--- src/rtl/switch_panel_sequencer.sv ---
// Drives the processor wrapper's switch/button interface as an operator would:
// each queued 32-bit instruction becomes four button presses (low half, high
// half, result-low readout, result-high readout) and one 32-bit response.
module switch_panel_sequencer #(
    parameter int unsigned FIFO_DEPTH = 4,
    parameter int unsigned SETUP_CYC  = 2,
    parameter int unsigned PRESS_CYC  = 2,
    parameter int unsigned GAP_CYC    = 2
) (
    input  logic        clk,
    input  logic        rst,
    input  logic [31:0] cmd_data,
    input  logic        cmd_valid,
    output logic        cmd_ready,
    output logic [15:0] sw_in,
    output logic        sw_btn,
    input  logic [15:0] led_in,
    output logic [31:0] rsp_data,
    output logic        rsp_err,
    output logic        rsp_valid,
    input  logic        rsp_ready,
    output logic        busy
);

    localparam int unsigned PtrW   = $clog2(FIFO_DEPTH);
    localparam int unsigned MaxCyc = (SETUP_CYC > PRESS_CYC) ?
                                     ((SETUP_CYC > GAP_CYC) ? SETUP_CYC : GAP_CYC) :
                                     ((PRESS_CYC > GAP_CYC) ? PRESS_CYC : GAP_CYC);
    localparam int unsigned CntW   = (MaxCyc > 1) ? $clog2(MaxCyc) : 1;

    localparam logic [CntW-1:0] SetupLast = CntW'(SETUP_CYC - 1);
    localparam logic [CntW-1:0] PressLast = CntW'(PRESS_CYC - 1);
    localparam logic [CntW-1:0] GapLast   = CntW'(GAP_CYC - 1);
    localparam logic [PtrW:0]   FullCnt   = (PtrW + 1)'(FIFO_DEPTH);

    typedef enum logic [2:0] {StIdle, StSetup, StPress, StGap, StCheck, StResp} state_e;

    logic [31:0]     fifo_mem [FIFO_DEPTH];
    logic [PtrW-1:0] wr_ptr_q;
    logic [PtrW-1:0] rd_ptr_q;
    logic [PtrW:0]   count_q;
    logic            push;
    logic            pop;

    state_e          state_q;
    logic [1:0]      phase_q;
    logic [CntW-1:0] cnt_q;
    logic [31:0]     word_q;
    logic [15:0]     result_lo_q;
    logic            err_q;

    assign cmd_ready = (count_q != FullCnt);
    assign push      = cmd_valid && cmd_ready;
    // Pops happen only from IDLE, so nothing leaves the FIFO while a response waits.
    assign pop       = (state_q == StIdle) && (count_q != '0);
    assign busy      = (state_q != StIdle) || (count_q != '0);

    // Command storage; contents need no reset since the pointers define validity.
    always_ff @(posedge clk) begin
        if (push) begin
            fifo_mem[wr_ptr_q] <= cmd_data;
        end
    end

    // FIFO pointers and occupancy; simultaneous push and pop leave occupancy unchanged.
    always_ff @(posedge clk) begin
        if (rst) begin
            wr_ptr_q <= '0;
            rd_ptr_q <= '0;
            count_q  <= '0;
        end else begin
            if (push) begin
                wr_ptr_q <= wr_ptr_q + PtrW'(1);
            end
            if (pop) begin
                rd_ptr_q <= rd_ptr_q + PtrW'(1);
            end
            if (push && !pop) begin
                count_q <= count_q + (PtrW + 1)'(1);
            end else if (!push && pop) begin
                count_q <= count_q - (PtrW + 1)'(1);
            end
        end
    end

    // Press sequencer with registered switch, button and response outputs.
    always_ff @(posedge clk) begin
        if (rst) begin
            state_q     <= StIdle;
            phase_q     <= 2'd0;
            cnt_q       <= '0;
            word_q      <= '0;
            result_lo_q <= '0;
            err_q       <= 1'b0;
            sw_in       <= '0;
            sw_btn      <= 1'b0;
            rsp_data    <= '0;
            rsp_err     <= 1'b0;
            rsp_valid   <= 1'b0;
        end else begin
            unique case (state_q)
                StIdle: begin
                    if (pop) begin
                        word_q  <= fifo_mem[rd_ptr_q];
                        sw_in   <= fifo_mem[rd_ptr_q][15:0];
                        phase_q <= 2'd0;
                        err_q   <= 1'b0;
                        cnt_q   <= '0;
                        state_q <= StSetup;
                    end
                end
                StSetup: begin
                    if (cnt_q == SetupLast) begin
                        cnt_q   <= '0;
                        sw_btn  <= 1'b1;
                        state_q <= StPress;
                    end else begin
                        cnt_q <= cnt_q + CntW'(1);
                    end
                end
                StPress: begin
                    if (cnt_q == PressLast) begin
                        cnt_q   <= '0;
                        sw_btn  <= 1'b0;
                        state_q <= StGap;
                    end else begin
                        cnt_q <= cnt_q + CntW'(1);
                    end
                end
                StGap: begin
                    if (cnt_q == GapLast) begin
                        cnt_q   <= '0;
                        state_q <= StCheck;
                    end else begin
                        cnt_q <= cnt_q + CntW'(1);
                    end
                end
                StCheck: begin
                    // Ack mismatches only flag the error; all four presses always run
                    // so the target's phase counter stays aligned.
                    case (phase_q)
                        2'd0: if (led_in != 16'd1) err_q <= 1'b1;
                        2'd1: if (led_in != 16'd2) err_q <= 1'b1;
                        2'd2: result_lo_q <= led_in;
                        2'd3: ;
                    endcase
                    if (phase_q == 2'd3) begin
                        rsp_data  <= {led_in, result_lo_q};
                        rsp_err   <= err_q;
                        rsp_valid <= 1'b1;
                        state_q   <= StResp;
                    end else begin
                        phase_q <= phase_q + 2'd1;
                        sw_in   <= (phase_q == 2'd0) ? word_q[31:16] : 16'd0;
                        state_q <= StSetup;
                    end
                end
                StResp: begin
                    if (rsp_ready) begin
                        rsp_valid <= 1'b0;
                        state_q   <= StIdle;
                    end
                end
                default: state_q <= StIdle;
            endcase
        end
    end

endmodule
--- config.mk ---
export PLATFORM = sky130hd
export DESIGN_NAME = switch_panel_sequencer
export DESIGN_NICKNAME = d
export VERILOG_FILES = /design/src/rtl/switch_panel_sequencer.sv
export SDC_FILE = /design/constraint.sdc
export NUM_CORES = 1
export LEC_CHECK = 0
export CORE_ASPECT_RATIO = 0.8
export CORE_MARGIN = 2
export CORE_UTILIZATION = 42
export DETAILED_ROUTE_END_ITERATION = 8
export DONT_BUFFER_PORTS = 1
export SYNTH_ARGS = -nofsm -noshare
export SYNTH_HDL_FRONTEND = slang
export SYNTH_SLANG_ARGS = --single-unit
export TNS_END_PERCENT = 1
--- constraint.sdc ---
create_clock -name clk -period 3.1 [get_ports clk]
set_input_delay 0.62 -clock clk [delete_from_list [all_inputs] [get_ports clk]]
set_output_delay 0.62 -clock clk [all_outputs]
set_load 0.02 [all_outputs]
==> key figures, run 1 <==
Finish
  – Final cell count without fillers: 934
  – Post-route cell area: about 9600 µm²
  – Final nets: about 700
  – Syn-to-layout area delta: 11.4%
  – Layout cell share with drive strength beyond 1: around 15%
  – Commonest non-fill, non-tap cell in the layout: nand2_1
  – Diodes inserted: 0
  – Most frequent cells in the layout: 136 x nand2_1, 128 x edfxtp_1, 98 x dfxtp_1
  – Fin util: roughly half

Clock network
  – CTS Buf Count: 23
  – H-tree depth: 1
  – CTS resizes: 0
  – CTS max path bufs: 3
  – Setup Buffers After CTS: 0
  – Clock tree root buffer cell: clkbuf_16
  – Cts hold-fix bufs: 0
  – Clk slew on worst S/H paths: 0.06 ns
  – CTS Sinks: 227
  – CTS tree: yes
  – Clk_lat worst skew: 0.51 ns

Global routing
  – Largest net degree at the start of global routing: 100
  – First-pass GRT wire length: roughly 27 mm
  – Global Route Usage Sum: between 10% and 20%
  – Global Route met2 Usage: a little over a quarter
  – GRT overflow: 0
  – Vias in the first global route: around 5000
  – Grt met3 use: under 10%
  – Gr busiest metal: met2
  – Initial antenna violation count: 0
  – Met1 usage in global routing: slightly above 20%

Placement
  – DP Area: just under 9000 µm²
  – GPL Wtd Cong: 0.757
  – # port buffers: 0
  – Cell total after placement: approximately 900
  – Pre-CTS setup slack: 0.597 ns
  – DP HPWL: between 10 and 15 mm

Hold path
  – Hold_sp: rst
  – Worst hold-check path type: in2reg
  – Worst Hold Depth: 1
  – Hold EP: rsp_data[21]

Setup path
  – CP max FO: 16
  – RR Startpoint: count_q[0]
  – Critical Path AT: around 2.0 ns
  – Worst Setup End Kind: output port
  – R2R depth: 8
  – Critical R2R Capture: count_q[2]
  – R2r setup slk: roughly 0.65 ns
  – Required time of the critical path: between 2 and 2.5 ns
  – Crit start category: flop
  – Setup CP Type: reg2out

STA
  – Max-slew violation count: 0
  – Fin crit share: a little over 80%
  – Min Tclk post-route: around 2.6 ns
  – RSZ-0062 raised after global routing: no
  – Setup TNS: 0 ns
  – Setup Viol. Count Final: 0
  – Setup ws final: roughly 0.53 ns
  – Least-Margin Pin Slew: 0.844 ns
  – Min Hold Slack: approximately 0.19 ns
  – Slew margin rel.: a little over two fifths
  – Post-Route Skew: between 0.01 and 0.015 ns
  – F_max: 389 MHz
  – Final Hold Fails: 0

Power and ir drop
  – Peak supply drop: between 400 and 500 µV
  – Pwr dens: about 870 nW/µm²
  – Leakage: 3.12 nW
  – Pwr Total: roughly 8.4 mW

Yosys
  – Post-synth EDFFs: around 130
  – Seq cells post-synth: around 230
  – Synth top area share: between 40 and 50%
  – Syn_area_per_cell: 13.0 µm²
  – Synth Flop Type: edfxtp_1
  – Area contributors post-synth: edfxtp_1 45%, dfxtp_1 23%, mux4_2 8.4%
  – Gate Count Post-Synth: about 660
  – Area leader, netlist: edfxtp_1
  – Net count after synthesis: around 720
  – Netlist cell types: 45
  – YS warnings: 0
  – Post-synthesis sequential area ratio: about two thirds
  – Synth Cell Area: about 8600 µm²
  – Ys async rst share: 0%

Die
  – Die W: between 150 and 200 µm
  – DIE HEIGHT: 132 µm
  – I/O pin total: between 100 and 150
  – Row count: 46
  – Die ar.: approximately 22000 µm²
  – Starting Density: a little over two fifths
  – Core ar.: between 15000 and 20000 µm²

Routing
  – DR WL/cell: 18.8 µm
  – Post-DR vias/cell: between 5 and 6
  – TritonRoute pass-1 iters: 4
  – 1st-iter DRT viols: approximately 290
  – Via count: ~5000
  – Total Wirelength: roughly 18 mm
  – Post-route ant nets: 0
  – DRC: 0

Flow run
  – Max-cap violations: 0

Status
  – Outcome: finished clean
-- registers in the layout, summed over array words and instances (netlist names), named ones only --
signal and count:
wr_ptr_q 2, word_q 16, cnt_q 1, rd_ptr_q 2, fifo_mem 128, phase_q 2, rsp_valid 1, err_q 1
state_q 3, result_lo_q 16, sw_btn 1, sw_in 16, rsp_err 1, count_q 3, rsp_data 32
-- area by class of cell --
cell class                 instances  area [µm²]
clock buffer                      35         712
clock inverter                     5        31.3
fill                            1772       10400
inverter                           9        33.8
multi-input combinational        382        2540
sequential                       227        5830
tap                              264         330
timing repair buffer              12        90.1
-- where the power goes --
part	switching, mW	total (mW)	internal [mW]	leakage [nW]
registers	0.354	3.94	3.59	1.98
logic	1.01	1.74	0.723	0.766
clock network	1.10	2.68	1.58	0.372
-- how the worst max path moves through the flow --
| stage | startpoint | to | slack [ns] | cells after the start |
|---|---|---|---|---|
| 2_1_floorplan | count_q[0] | count_q[2] | 0.77 | 10 |
| 3_3_place_gp | cmd_valid | count_q[2] | 0.75 | 7 |
| 3_5_place_dp | cmd_valid | count_q[2] | 0.60 | 7 |
| 4_1_cts | state_q[2] | busy | 0.53 | 2 |
| 5_1_grt | state_q[2] | busy | 0.42 | 2 |
| 6_report | state_q[2] | busy | 0.53 | 2 |
-- Yosys cell counts (all sizes together) (2+ instances only) --
cell type and n:
nor3 6, or3 2, buf 16, clkbuf 25
and3 2, nand3 2, or2 2, nand3b 2
a21oi 90, edfxtp 128, xor2 2, nor4 21
and2 4, mux4 32, inv 9, nand4 2
ha 9, nand2b 3, xnor2 3, nor2 45
dfxtp 99, o21ai 3, mux2i 3, nand2 136
-- metal layers --
metal	routed length [µm]	vias to the layer above
met5	0	-
li1	-	2354
met2	8420	115
met3	1410	29
met1	7340	2488
met4	383	0
-- kinds of logic (layout without fill, tap and decap cells) --
family	Yosys count	after routing	synth area share, %
multiplexers	36	36	8.88
XOR/XNOR	5	5	0.510
buffers and inverters	50	61	2.55
AO/OA/AOI/OAI	102	102	6.40
flip-flops	227	227	67.9
AND/OR/NAND/NOR	228	228	12.1
adder cells (fa/ha/maj)	11	11	1.66
-- worst max-delay path, cell delays in order (launching register included) --
cell and delay [ns]:
dfxtp_1 0.50, nor4_2 0.63, nand2_1 0.31
(Power assumes the default switching activity.)
==> run 2, diff against run 1 <==
==> constraint.sdc (replaced) <==
create_clock -name clk -period 2.6 [get_ports clk]
set_input_delay 0.52 -clock clk [delete_from_list [all_inputs] [get_ports clk]]
set_output_delay 0.52 -clock clk [all_outputs]
set_load 0.02 [all_outputs]
==> key figures, run 2 (synthesis gave the netlist of run 1 again) <==
Finish
  – Biggest register: fifo_mem
  – Max FFs per register: 128 (unchanged)
  – Register area: 5830 µm² (unchanged)
  – Diodes inserted: 0 (unchanged)
  – Most frequent cells in the layout: 136 x nand2_1, 128 x edfxtp_1, 98 x dfxtp_1
  – Final nets: 719 (+0.28%)
  – Commonest non-fill, non-tap cell in the layout: nand2_1
  – Area occupied by multi-input gates: 2540 µm² (unchanged)
  – Regs by FF count: fifo_mem x128, rsp_data x32
  – Layout cell share with drive strength beyond 1: 14.4% (-0.24 points)
  – Filler cells: 1796 (+1.4%)
  – Syn-to-layout area delta: 11.7%

Setup path
  – Setup CP Type: reg2out
  – Worst Setup End Kind: output port
  – Critical Path AT: 1.72 ns (-0.23 ns)
  – CP max FO: 6 (-10)
  – Required time of the critical path: 2.08 ns (-0.40 ns)
  – RR Startpoint: state_q[0]
  – End point of the critical path: busy
  – R2R depth: 9 (+1)
  – CP max stage cell: nor4_2
  – Slowest stage delay, CP: 0.55 ns (-0.08 ns)
  – Crit path launch: count_q[2]
  – R2r setup slk: 0.42 ns (-0.23 ns)
  – Crit start category: flop
  – Crit-path cells: nor4_2 -> nand2_1
  – Critical R2R Capture: count_q[2]

STA
  – Post-Route Skew: 0.0115 ns (-0.00220 ns)
  – Least-Margin Pin Slew: 0.952 ns (+0.108 ns)
  – RSZ-0062 raised after global routing: no
  – Min Tclk post-route: between 2 and 2.5 ns
  – F_max: between 400 and 500 MHz
  – Setup Viol. Count Final: 0 (unchanged)
  – Slew margin rel.: 36.4% (-7.2 points)
  – Setup TNS: 0 ns (unchanged)
  – Final Hold Fails: 0 (unchanged)
  – Fin crit share: approximately 86%
  – Max-slew violation count: 0 (unchanged)

Global routing
  – Vias in the first global route: 5198 (+2.9%)
  – First-pass GRT wire length: 28.4 mm (+3.4%)
  – Initial antenna violation count: 0 (unchanged)
  – Largest net degree at the start of global routing: 100 (unchanged)
  – Global Route Usage Sum: 16.7% (+0.62 points)
  – GRT overflow: 0 (unchanged)

Placement
  – # port buffers: 0 (unchanged)
  – GPL Wtd Cong: 0.751 (-0.74%)
  – DP HPWL: 11.0 mm (-0.42%)

Power and ir drop
  – Pwr dens: 1050 nW/µm² (+20%)
  – Leakage: 3.12 nW (+0.11%)
  – Peak supply drop: 496 µV (+15%)
  – Pwr Total: 10.0 mW (+20%)

Clock network
  – Cts hold-fix bufs: 0 (unchanged)
  – Clk slew on worst S/H paths: 0.06 ns (about the same)
  – Clock tree root buffer cell: clkbuf_16
  – CTS Buf Count: 23 (unchanged)
  – Setup Buffers After CTS: 0 (unchanged)
  – CTS resizes: 0 (unchanged)
  – H-tree depth: 1 (unchanged)
  – CTS Sinks: 227 (unchanged)
  – CTS tree: yes
  – Clk_lat worst skew: 0.50 ns (about the same)
  – CTS max path bufs: 3 (unchanged)

Routing
  – Via count: 5024 (+0.76%)
  – DRC: 0 (unchanged)
  – DR WL/cell: 19.2 µm (+2.2%)
  – Post-route ant nets: 0 (unchanged)
  – Post-DR vias/cell: 5.36 (+0.33%)
  – TritonRoute pass-1 iters: 4 (unchanged)
  – Total Wirelength: 18.0 mm (+2.7%)
  – 1st-iter DRT viols: 384 (+32%)

Hold path
  – Hold_sp: rst
  – Worst hold-check path type: in2reg

Die
  – Starting Density: 43.1% (unchanged)
  – Row count: 46 (unchanged)
  – DIE HEIGHT: 132 µm (unchanged)
  – Die W: 164 µm (unchanged)
  – Core ar.: 19900 µm² (unchanged)
  – I/O pin total: 105 (unchanged)
  – Die ar.: 21600 µm² (unchanged)

Status
  – Outcome: finished clean

Flow run
  – Max-cap violations: 0 (unchanged)
## run 2: metrics by stage
| step | hold WS (ns) | cells | cell area [µm²] | utilization [%] | worst slack, ns |
|---|---|---|---|---|---|
| 2_1_floorplan | 0.432 | 659 | 8580 | - | 0.274 |
| 3_3_place_gp | 0.430 | 896 | 8840 | 44.4 | 0.570 |
| 3_5_place_dp | 0.435 | 896 | 8840 | 44.4 | 0.476 |
| 4_1_cts | 0.0723 | 938 | 9580 | 48.1 | 0.312 |
| 5_1_grt | 0.0603 | 938 | 9580 | 48.1 | 0.232 |
| 6_report | 0.0779 | 938 | 9580 | 48.1 | 0.363 |
## run 2: cell type report
type	count	area share (%)
Sequential cell	227	60.8
Multi-Input combinational cell	382	26.5
Clock buffer	33	6.61
Tap cell	264	3.45
Timing Repair Buffer	14	1.23
Clock inverter	9	1.11
Inverter	9	0.352
## run 2: power by group
group | total [mW] | internal [mW] | switching [mW]
registers | 4.65 | 4.28 | 0.375
clock network | 3.22 | 1.90 | 1.31
logic | 2.17 | 0.873 | 1.30
## run 2: routing by layer
layer | wire [µm] | global-route usage (%) | share of wire, % | vias to the layer above
met5 | 0 | 0 | 0 | -
met4 | 408 | 4.73 | 2.3 | 0
met1 | 7500 | 20.9 | 42 | 2501
met2 | 8660 | 28.1 | 48 | 135
li1 | - | - | - | 2362
met3 | 1440 | 5.16 | 8.0 | 26
## run 2: worst min path at each step
stage / endpoint / depth (start not counted)
6_report: rsp_data[30] / 1
5_1_grt: rsp_data[21] / 1
4_1_cts: rsp_data[4] / 1
3_5_place_dp: rsp_data[4] / 2
3_3_place_gp: rsp_data[15] / 2
2_1_floorplan: rsp_data[0] / 2
## run 2: worst max-delay path: cells and delay by family, from the launching register on
kind	cells	cell delay [ns]
simple gates	2	0.86
flops	1	0.36
==> run 3, diff against run 2 <==
==> constraint.sdc (replaced) <==
create_clock -name clk -period 2.6 [get_ports clk]
set_input_delay 0.26 -clock clk [delete_from_list [all_inputs] [get_ports clk]]
set_output_delay 0.26 -clock clk [all_outputs]
set_load 0.02 [all_outputs]
==> key figures, run 3 (synthesis gave the netlist of run 1 again) <==
Power and ir drop
  – Sequential Power Share: 46.6% (+0.3 points)
  – Gate power share: 22.2% (+0.6 points)
  – Pwr dens: 991 nW/µm² (-5.4%)
  – Leakage: 3.34 nW (+7.1%)
  – Sw Ratio: 30.4% (+0.65 points)
  – Clock power frac: 31.2% (-0.8 points)
  – Peak supply drop: 676 µV (+36%)
  – Sw power: 3.04 mW (+1.9%)
  – Internal Dissipation: 6.97 mW (-1.2%)

Hold path
  – Worst Hold Depth: 3 (+2)
  – Hold EP: err_q
  – Hold_sp: led_in[1]
  – Worst hold-check path type: in2reg

STA
  – Setup ws final: 0.423 ns (+0.0599 ns)
  – RSZ-0062 raised after global routing: no
  – Max-slew violation count: 0 (unchanged)
  – Setup Viol. Count Final: 0 (unchanged)
  – Min Tclk post-route: 2.18 ns (-0.0599 ns)
  – Least-Margin Pin Slew: 0.921 ns (-0.0308 ns)
  – Final Hold Fails: 0 (unchanged)
  – Fin crit share: 83.7% (-2.3 points)
  – Setup TNS: 0 ns (unchanged)
  – Post-Route Skew: 0.00712 ns (-0.00435 ns)
  – Slew margin rel.: 38.4% (+2.1 points)
  – F_max: 459 MHz (+2.8%)
  – Min Hold Slack: 0.0363 ns (-0.0416 ns)

Placement
  – GPL Wtd Cong: 0.767 (+2.1%)
  – Pre-CTS setup slack: 0.440 ns (-0.0364 ns)
  – # port buffers: 0 (unchanged)
  – Cell total after placement: 896 (unchanged)
  – DP HPWL: 10.8 mm (-1.6%)

Die
  – Die W: 164 µm (unchanged)
  – Row count: 46 (unchanged)
  – Starting Density: 43.1% (unchanged)
  – Die ar.: 21600 µm² (unchanged)
  – I/O pin total: 105 (unchanged)
  – Core ar.: 19900 µm² (unchanged)
  – DIE HEIGHT: 132 µm (unchanged)

Finish
  – Syn-to-layout area delta: 17.7%
  – Layout cell share with drive strength beyond 1: 13.5% (-0.87 points)
  – Regs by FF count: fifo_mem x128, rsp_data x32
  – Commonest non-fill, non-tap cell in the layout: nand2_1
  – Filler cells: 1761 (-1.9%)
  – Max FFs per register: 128 (unchanged)
  – Most frequent cells in the layout: 136 x nand2_1, 128 x edfxtp_1, 98 x dfxtp_1
  – Final nets: 771 (+7.2%)
  – Final cell count without fillers: 990 (+5.5%)
  – Area occupied by multi-input gates: 2540 µm² (unchanged)
  – Biggest register: fifo_mem
  – Register area: 5830 µm² (unchanged)

Routing
  – Via count: 5223 (+4.0%)
  – Post-route ant nets: 0 (unchanged)
  – Post-DR vias/cell: 5.28 (-1.5%)
  – Total Wirelength: 18.1 mm (+0.59%)
  – TritonRoute pass-1 iters: 4 (unchanged)
  – DRC: 0 (unchanged)
  – DR WL/cell: 18.3 µm (-4.7%)
  – 1st-iter DRT viols: 302 (-21%)

Setup path
  – Crit start category: flop
  – Critical Path AT: 2.62 ns (+0.90 ns)
  – CP max FO: 10 (+4)
  – R2R depth: 9 (unchanged)
  – Setup CP Type: reg2reg
  – Worst Setup End Kind: flop
  – Required time of the critical path: 3.04 ns (+0.96 ns)
  – RR Startpoint: state_q[0]
  – R2r setup slk: 0.42 ns (about the same)
  – Critical R2R Capture: count_q[2]

Flow run
  – Max-cap violations: 0 (unchanged)

Global routing
  – First-pass GRT wire length: 28.6 mm (+0.70%)
  – Largest net degree at the start of global routing: 98 (-2.0%)
  – Vias in the first global route: 5391 (+3.7%)
  – GRT overflow: 0 (unchanged)
  – Global Route Usage Sum: 16.7% (+0.044 points)
  – Initial antenna violation count: 2 (+2)

Clock network
  – H-tree depth: 1 (unchanged)
  – Clock tree root buffer cell: clkbuf_16
  – Clk slew on worst S/H paths: 0.06 ns (about the same)
  – CTS resizes: 0 (unchanged)
  – CTS tree: yes
  – Clk_lat worst skew: 0.51 ns (about the same)
  – CTS max path bufs: 3 (unchanged)
  – CTS Buf Count: 23 (unchanged)
  – CTS Sinks: 227 (unchanged)

Status
  – Outcome: finished clean
[run 3: final cells by class]
type / instances / area share, %
multi-input cells: 382 / 25.1
diodes: 1 / 0.0248
well taps: 264 / 3.27
clock buffers: 26 / 5.91
clock inverters: 15 / 1.19
flip-flops and latches: 227 / 57.7
inverters: 9 / 0.334
repair buffers: 66 / 6.49
[run 3: repair_timing]
action	CTS	global route
hold buffers	52	0
buffers inserted	0	0
setup endpoints to repair	0	0
endpoints found under the hold margin	225	0
[run 3: power by group through the flow]
stage	clock (mW)	sequential (mW)	combinational (mW)
after floorplan	0	4.62	1.74
after global placement	0	4.72	2.10
final	3.12	4.66	2.22
after CTS	3.20	4.67	2.28
after detailed placement	0	4.75	2.16
after global routing	3.34	4.72	2.51
[run 3: worst max-delay path by stage]
| stage | start | end | slack (ns) |
|---|---|---|---|
| after global routing | count_q[0] | count_q[2] | 0.24 |
| after CTS | state_q[0] | count_q[2] | 0.41 |
| after floorplan | count_q[0] | count_q[2] | 0.27 |
| after detailed placement | state_q[0] | count_q[2] | 0.44 |
| final | state_q[0] | count_q[2] | 0.42 |
| after global placement | state_q[0] | count_q[2] | 0.57 |
[run 3: stage by stage]
step	cell area (µm²)	total power [mW]	utilization, %
2_1_floorplan	8580	6.35	-
6_report	10100	10.0	50.7
5_1_grt	10100	10.6	50.7
3_5_place_dp	8840	6.90	44.4
3_3_place_gp	8840	6.82	44.4
4_1_cts	10100	10.1	50.7
[run 3: routing by layer]
layer	routed length, µm	up-vias	track usage, %
li1	-	2470	-
met1	7570	2558	21.4
met2	8710	167	28.6
met3	1510	28	4.56
met4	338	0	3.61
met5	0	-	0
[run 3: critical path, stage by stage, from the launching register on]
cell,delay [ns]
dfxtp_1,0.52
or2_4,0.23
nor3_2,0.06
inv_2,0.07
ha_1,0.16
inv_1,0.06
fa_1,0.37
xor2_1,0.16
or3_1,0.32
a21oi_1,0.16
